$ cat src/rtl/stage2_pkg.sv
// rtl/stage2_pkg.sv - shared types and constants for the stage-2 convolution sequencer
package stage2_pkg;
    localparam int NTAPS = 9;
    localparam int KW    = 4;
    localparam int PW    = 14;

    typedef enum logic [1:0] {IDLE, RUN, DRAIN, DONE} state_t;

    // Tap 4 is the window centre, so the identity kernel passes the centre pixel through.
    localparam logic [NTAPS*KW-1:0] IDENTITY_KERNEL =
        {{(NTAPS-5)*KW{1'b0}}, KW'(1), {4*KW{1'b0}}};

    function automatic logic [KW-1:0] get_tap(input logic [NTAPS*KW-1:0] k, input int idx);
        return k[idx*KW +: KW];
    endfunction

    function automatic logic [NTAPS*KW-1:0] set_tap(input logic [NTAPS*KW-1:0] k,
                                                    input int idx,
                                                    input logic [KW-1:0] v);
        logic [NTAPS*KW-1:0] r;
        r = k;
        r[idx*KW +: KW] = v;
        return r;
    endfunction
endpackage

$ cat src/rtl/stage2_kernel_regs.sv
// rtl/stage2_kernel_regs.sv - 3x3 coefficient register file with identity reset
module stage2_kernel_regs
    import stage2_pkg::*;
(
    input  logic                clk,
    input  logic                rst_n,
    input  logic                we,
    input  logic [3:0]          idx,
    input  logic [KW-1:0]       data,
    output logic [NTAPS*KW-1:0] kernel
);
    always_ff @(posedge clk) begin
        if (!rst_n) begin
            kernel <= IDENTITY_KERNEL;
        end else if (we && (idx < 4'(NTAPS))) begin
            kernel <= set_tap(kernel, int'(idx), data);
        end
    end
endmodule

$ cat src/rtl/stage2_sequencer.sv
// rtl/stage2_sequencer.sv - frame FSM, window counter and two-stage operand/product pipeline
module stage2_sequencer #(
    parameter int WIDTH = 8,
    parameter int KW    = 4,
    parameter int PW    = 14,
    parameter int CNT_W = 16
) (
    input  logic               clk,
    input  logic               rst_n,
    input  logic               start,
    input  logic [CNT_W-1:0]   num_windows,
    input  logic               coef_we,
    input  logic [3:0]         coef_idx,
    input  logic [KW-1:0]      coef_data,
    input  logic               win_valid,
    output logic               win_ready,
    input  logic [9*WIDTH-1:0] win_pix,
    output logic [9*WIDTH-1:0] mul_a,
    output logic [8:0]         mul_a_valid,
    output logic [9*KW-1:0]    k_pixel,
    input  logic [9*PW-1:0]    mul_prod,
    input  logic [8:0]         mul_p_valid,
    output logic [9*PW-1:0]    prod_out,
    output logic               prod_valid,
    input  logic               prod_ready,
    output logic               stage3_start,
    output logic               busy,
    output logic               done,
    output logic               err
);
    import stage2_pkg::*;

    state_t             state;
    logic [CNT_W-1:0]   cnt;
    logic               a_valid;
    logic [9*WIDTH-1:0] a_win;
    logic               b_valid;
    logic [9*PW-1:0]    b_prod;
    logic               first_flag;
    logic               b_load;
    logic               win_fire;

    stage2_kernel_regs u_kernel (
        .clk    (clk),
        .rst_n  (rst_n),
        .we     (coef_we && (state == IDLE)),
        .idx    (coef_idx),
        .data   (coef_data),
        .kernel (k_pixel)
    );

    assign b_load      = a_valid && (!b_valid || prod_ready);
    assign win_ready   = (state == RUN) && (cnt != '0) && (!a_valid || b_load);
    assign win_fire    = win_valid && win_ready;
    assign mul_a       = a_win;
    assign mul_a_valid = {NTAPS{a_valid}};
    assign prod_out    = b_prod;
    assign prod_valid  = b_valid;
    assign busy        = (state != IDLE);

    always_ff @(posedge clk) begin
        if (!rst_n) begin
            state        <= IDLE;
            cnt          <= '0;
            a_valid      <= 1'b0;
            a_win        <= '0;
            b_valid      <= 1'b0;
            b_prod       <= '0;
            first_flag   <= 1'b0;
            stage3_start <= 1'b0;
            done         <= 1'b0;
            err          <= 1'b0;
        end else begin
            stage3_start <= 1'b0;
            done         <= 1'b0;

            if (win_fire) begin
                a_win   <= win_pix;
                a_valid <= 1'b1;
            end else if (b_load) begin
                a_valid <= 1'b0;
            end

            if (b_load) begin
                b_prod  <= mul_prod;
                b_valid <= 1'b1;
                if (!first_flag) begin
                    first_flag   <= 1'b1;
                    stage3_start <= 1'b1;
                end
            end else if (prod_ready) begin
                b_valid <= 1'b0;
            end

            if ((coef_we && (state != IDLE)) || (a_valid && (mul_p_valid != '1))) begin
                err <= 1'b1;
            end

            // done is registered on entry to DONE so it is high exactly while state==DONE.
            case (state)
                IDLE: if (start) begin
                    cnt        <= num_windows;
                    err        <= 1'b0;
                    first_flag <= 1'b0;
                    if (num_windows == '0) begin
                        state <= DONE;
                        done  <= 1'b1;
                    end else begin
                        state <= RUN;
                    end
                end
                RUN: if (win_fire) begin
                    cnt <= cnt - 1'b1;
                    if (cnt == CNT_W'(1)) state <= DRAIN;
                end
                DRAIN: if (!a_valid && !b_valid) begin
                    state <= DONE;
                    done  <= 1'b1;
                end
                DONE:    state <= IDLE;
                default: state <= IDLE;
            endcase
        end
    end
endmodule
$ cat config.mk
export PLATFORM = sky130hd
export DESIGN_NAME = stage2_sequencer
export DESIGN_NICKNAME = d
export VERILOG_FILES = /design/src/rtl/stage2_pkg.sv /design/src/rtl/stage2_kernel_regs.sv /design/src/rtl/stage2_sequencer.sv
export SDC_FILE = /design/constraint.sdc
export NUM_CORES = 1
export LEC_CHECK = 0
export ABC_AREA = 1
export BUFFER_PORTS_ARGS = -buffer_cell sky130_fd_sc_hd__buf_2
export CAP_MARGIN = 5
export CORE_AREA = 2 2 188 190
export CTS_BUF_LIST = sky130_fd_sc_hd__clkbuf_8
export DETAILED_ROUTE_END_ITERATION = 8
export DIE_AREA = 0 0 190 192
export PLACE_DENSITY_LB_ADDON = 0.3
export SYNTH_ARGS = -nofsm -noshare
export SYNTH_HDL_FRONTEND = slang
export SYNTH_HIERARCHICAL = 1
export SYNTH_SLANG_ARGS = --single-unit
export TNS_END_PERCENT = 20
$ cat constraint.sdc
create_clock -name clk -period 1.7 [get_ports clk]
set_clock_uncertainty 0.05 [all_clocks]
set_input_delay 0.255 -clock clk [delete_from_list [all_inputs] [get_ports clk]]
set_output_delay 0.255 -clock clk [all_outputs]
set_load 0.03 [all_outputs]
==> flow_metrics.py <==
metrics = {
    "run_status": {
        "status": "complete, but fails checks",
        "violations": "negative setup slack",
    },
    "worst_setup_path": {
        "cp.buffers_inverters": 3,
        "critPathRequiredTime_ps": 1390,
        "r2r_start": "cnt[0]",
        "r2r_slack_ps": -60,
        "cp_slowest_cell": "dfxtp_4",
        "critPathLaunchType": "register",
        "cp_common_cell": "nor2_4",
        "crit_path_max_fanout": 4,
        "cpLargestDelayFamily": "buffers and inverters",
        "cp-end-kind": "output port",
        "path_cells": "nor2_4 > nand2_2 > nor2_4 > buf_6 > a21oi_4 > buf_12 > buf_8",
        "critical_path_class": "register to output port",
        "crit_path_max_incr_delay_ps": 360,
        "crit_arrival_ps": 1670,
        "crit_start": "cnt[11]",
    },
    "grt": {
        "grtUsageMet2": 0.3974,
        "grt_use_total": 0.2157,
        "grt-ovfl-total": 0,
        "grt_use_met1": 0.2296,
        "top_usage_layer": "met2",
        "grt_pass1_wl_um": 63090,
        "antenna_found_initial": 1,
        "grt_util_met3": 0.05573,
        "grt_max_degree": 96,
        "grt_pass1_vias": 12306,
    },
    "timing": {
        "fin_ws_ps": -272.4,
        "hold_viol": 0,
        "tightest_slew_ps": 509.0,
        "relSlewSlack": 0.6571,
        "maxSlewViolCount": 0,
        "grt_setup_unrepaired": "yes",
        "fmax_mhz": 507.0,
        "fin_crit_ps": 1972,
        "finalSetupViolations": 41,
        "finalSetupTns_ps": -1764,
        "min_period_over_period": 1.160,
    },
    "pwr": {
        "vdd.ir_drop.worst_uv": 716.5,
        "power_density_nw_per_um2": 1288,
        "switching_share": 0.3699,
        "p_int_mw": 14.12,
        "p_sw_mw": 8.289,
        "clkPwrFrac": 0.298,
        "pwr-share-seq": 0.329,
        "p_leak_nw": 8.245,
        "p_comb_frac": 0.372,
    },
    "logic_synthesis": {
        "netlist_area_um2": 10470,
        "synthTopCellsByCount": "nor2_1, dfxtp_1, nand2_1",
        "synth-async-reset-ratio": 0,
        "syn_area_per_cell_um2": 7.305,
        "synth_warnings": 6,
        "synth_flop_cell": "dfxtp_1",
        "synth-edff-count": 0,
        "synth_area_leaders": "dfxtp_1, nor2_1, nand2_1",
        "yosysUniqueCellTypes": 35,
        "synth_nets": 1681,
        "ys_ff_latch": 258,
        "synth_most_common_cell": "nor2_1",
        "synth_cells": 1433,
        "yosysSeqAreaShare": 0.4934,
        "synth_top_area_cell": "dfxtp_1",
        "synth_top_area_frac": 0.4934,
    },
    "floorplanning": {
        "fp.dieArea_um2": 36480,
        "core_um2": 34290,
        "boundaryPins": 486,
        "die_width_um": 190,
        "die_h_um": 192,
        "start_util": 0.3053,
        "rows": 68,
    },
    "clock_network": {
        "cts_buffer_depth": 3,
        "cts_buffers": 46,
        "clkSinkCount": 258,
        "htree_levels": 2,
        "clock_latency_ps": 560,
        "clkTransAtPathRegs_ps": 60,
        "cts_tree": "done",
        "cts-root-buf": "clkbuf_8",
    },
    "cells_and_area": {
        "n_fill_cell": 3168,
        "area_growth_syn_to_layout_pct": 66.27,
        "fin_area_um2": 17400,
        "nNetsFinal": 2433,
        "layout-drive-gt1-share": 0.3204,
    },
    "place": {
        "placed_area_um2": 13750,
        "io_buffer_count": 485,
        "gp_congestion": 0.9127,
        "dp_hpwl_um": 28360,
    },
    "detailed_routing": {
        "wl_per_cell_um": 15.66,
        "firstDrtPassIters": 5,
        "drtIter0Drc": 543,
        "routed_wl_um": 41890,
        "drt-vias-per-instance": 4.677,
        "drc_errors": 0,
        "ant_nets": 0,
        "vias": 12516,
    },
    "job": {
        "cap_violations": 0,
    },
    "worst_hold_path": {
        "hold_start": "num_windows[4]",
        "worstHoldPathType": "primary input to register",
    },
}
## per-layer routing
layer | part of all wire | up-vias
met5 | 0 | -
met4 | 0.045 | 0
met3 | 0.074 | 134
met2 | 0.51 | 533
met1 | 0.37 | 5726
li1 | - | 6123
## per-stage QoR
stage / hold slack [ps] / total power [mW] / std cells / setup slack, ps / util
3_3_place_gp: 364.3 / 14.55 / 2355 / -64.39 / 0.4010
6_report: 81.16 / 22.41 / 2676 / -272.4 / 0.5076
5_1_grt: 91.68 / 23.68 / 2675 / -369.1 / 0.5075
2_1_floorplan: 331.3 / 12.15 / 1433 / 58.50 / -
4_1_cts: 27.53 / 22.24 / 2668 / -336.3 / 0.5034
3_5_place_dp: 368.9 / 14.65 / 2355 / -115.6 / 0.4010
## cell usage in the layout, fill, tap and decap left out, types with 3 or more instances in the layout
cell type and n:
nor2_2 6, buf_6 4, clkinv_2 6, nand2_2 9, nand2_1 211, a21boi_0 6
nor2_1 378, nor3_1 9, dfxtp_2 7, dfxtp_4 3, clkinvlp_4 3, a21oi_1 85
buf_2 473, buf_4 79, ha_1 8, clkbuf_8 58, nand4_1 5, o21ai_1 4
nand3_1 112, a21boi_1 4, a21oi_2 3, dlygate4sd3_1 223, buf_12 15, o21ai_0 145
ha_4 3, nor2_4 12, bufinv_16 6, dfxtp_1 248, inv_1 60, inv_2 9
## timing repair
action / 4_1_cts / 5_1_grt
pin swaps: 9 / 9
endpoints found under the hold margin: 218 / 0
endpoints found under the setup margin: 30 / 125
buffers inserted: 7 / 5
gates resized for setup: 45 / 24
hold buffers: 223 / 0
cloned: 1 / 1
## worst paths after layout
| kind | endpoint | cells past startpoint |
|---|---|---|
| hold reg to reg | stage3_start | 1 |
| setup reg to reg | mul_a[41] | 10 |
| hold / removal | cnt[4] | 5 |
| setup / recovery | win_ready | 7 |
## power groups by stage
stage / clock network [mW] / logic [mW] / registers (mW)
2_1_floorplan: 0 / 3.46 / 8.70
3_3_place_gp: 0 / 7.15 / 7.39
3_5_place_dp: 0 / 7.23 / 7.42
4_1_cts: 6.84 / 8.06 / 7.35
5_1_grt: 7.12 / 9.08 / 7.47
6_report: 6.68 / 8.34 / 7.38
## area by class of cell
type,count,area (um^2),share of cell area
clock inverter,24,270.3,0.01553
inverter,64,249.0,0.01431
timing repair buffer,797,5610,0.3224
antenna,2,5.005,0.0002876
clock buffer,58,798.3,0.04587
tap,455,569.3,0.03271
multi-input combinational,1018,4717,0.2710
sequential,258,5185,0.2979
## worst min-delay path: cells and delay by family
kind	cells	cell delay, ps
and+or+nand+nor	3	170
buffers and inverters	1	100
AOI/OAI and AO/OA	1	100
## sequential cells by signal (all words and copies together), names as in the netlist
name	count
done	1
err	1
prod_valid	1
prod_out	126
a_valid	1
cnt	16
mul_a	72
stage3_start	1
first_flag	1
state	2
u_kernel/kernel	36
## cell families (layout without fill, tap and decap cells)
kind of cell    after synthesis  count (layout)  synth area share
buf+inv                     157             943           0.06742
flops                       258             258            0.4934
fa+ha+maj                    11              11           0.01315
compound gates              254             254            0.1269
other cells                   0               2                 0
simple gates                753             753            0.2991
(Power assumes the default switching activity.)
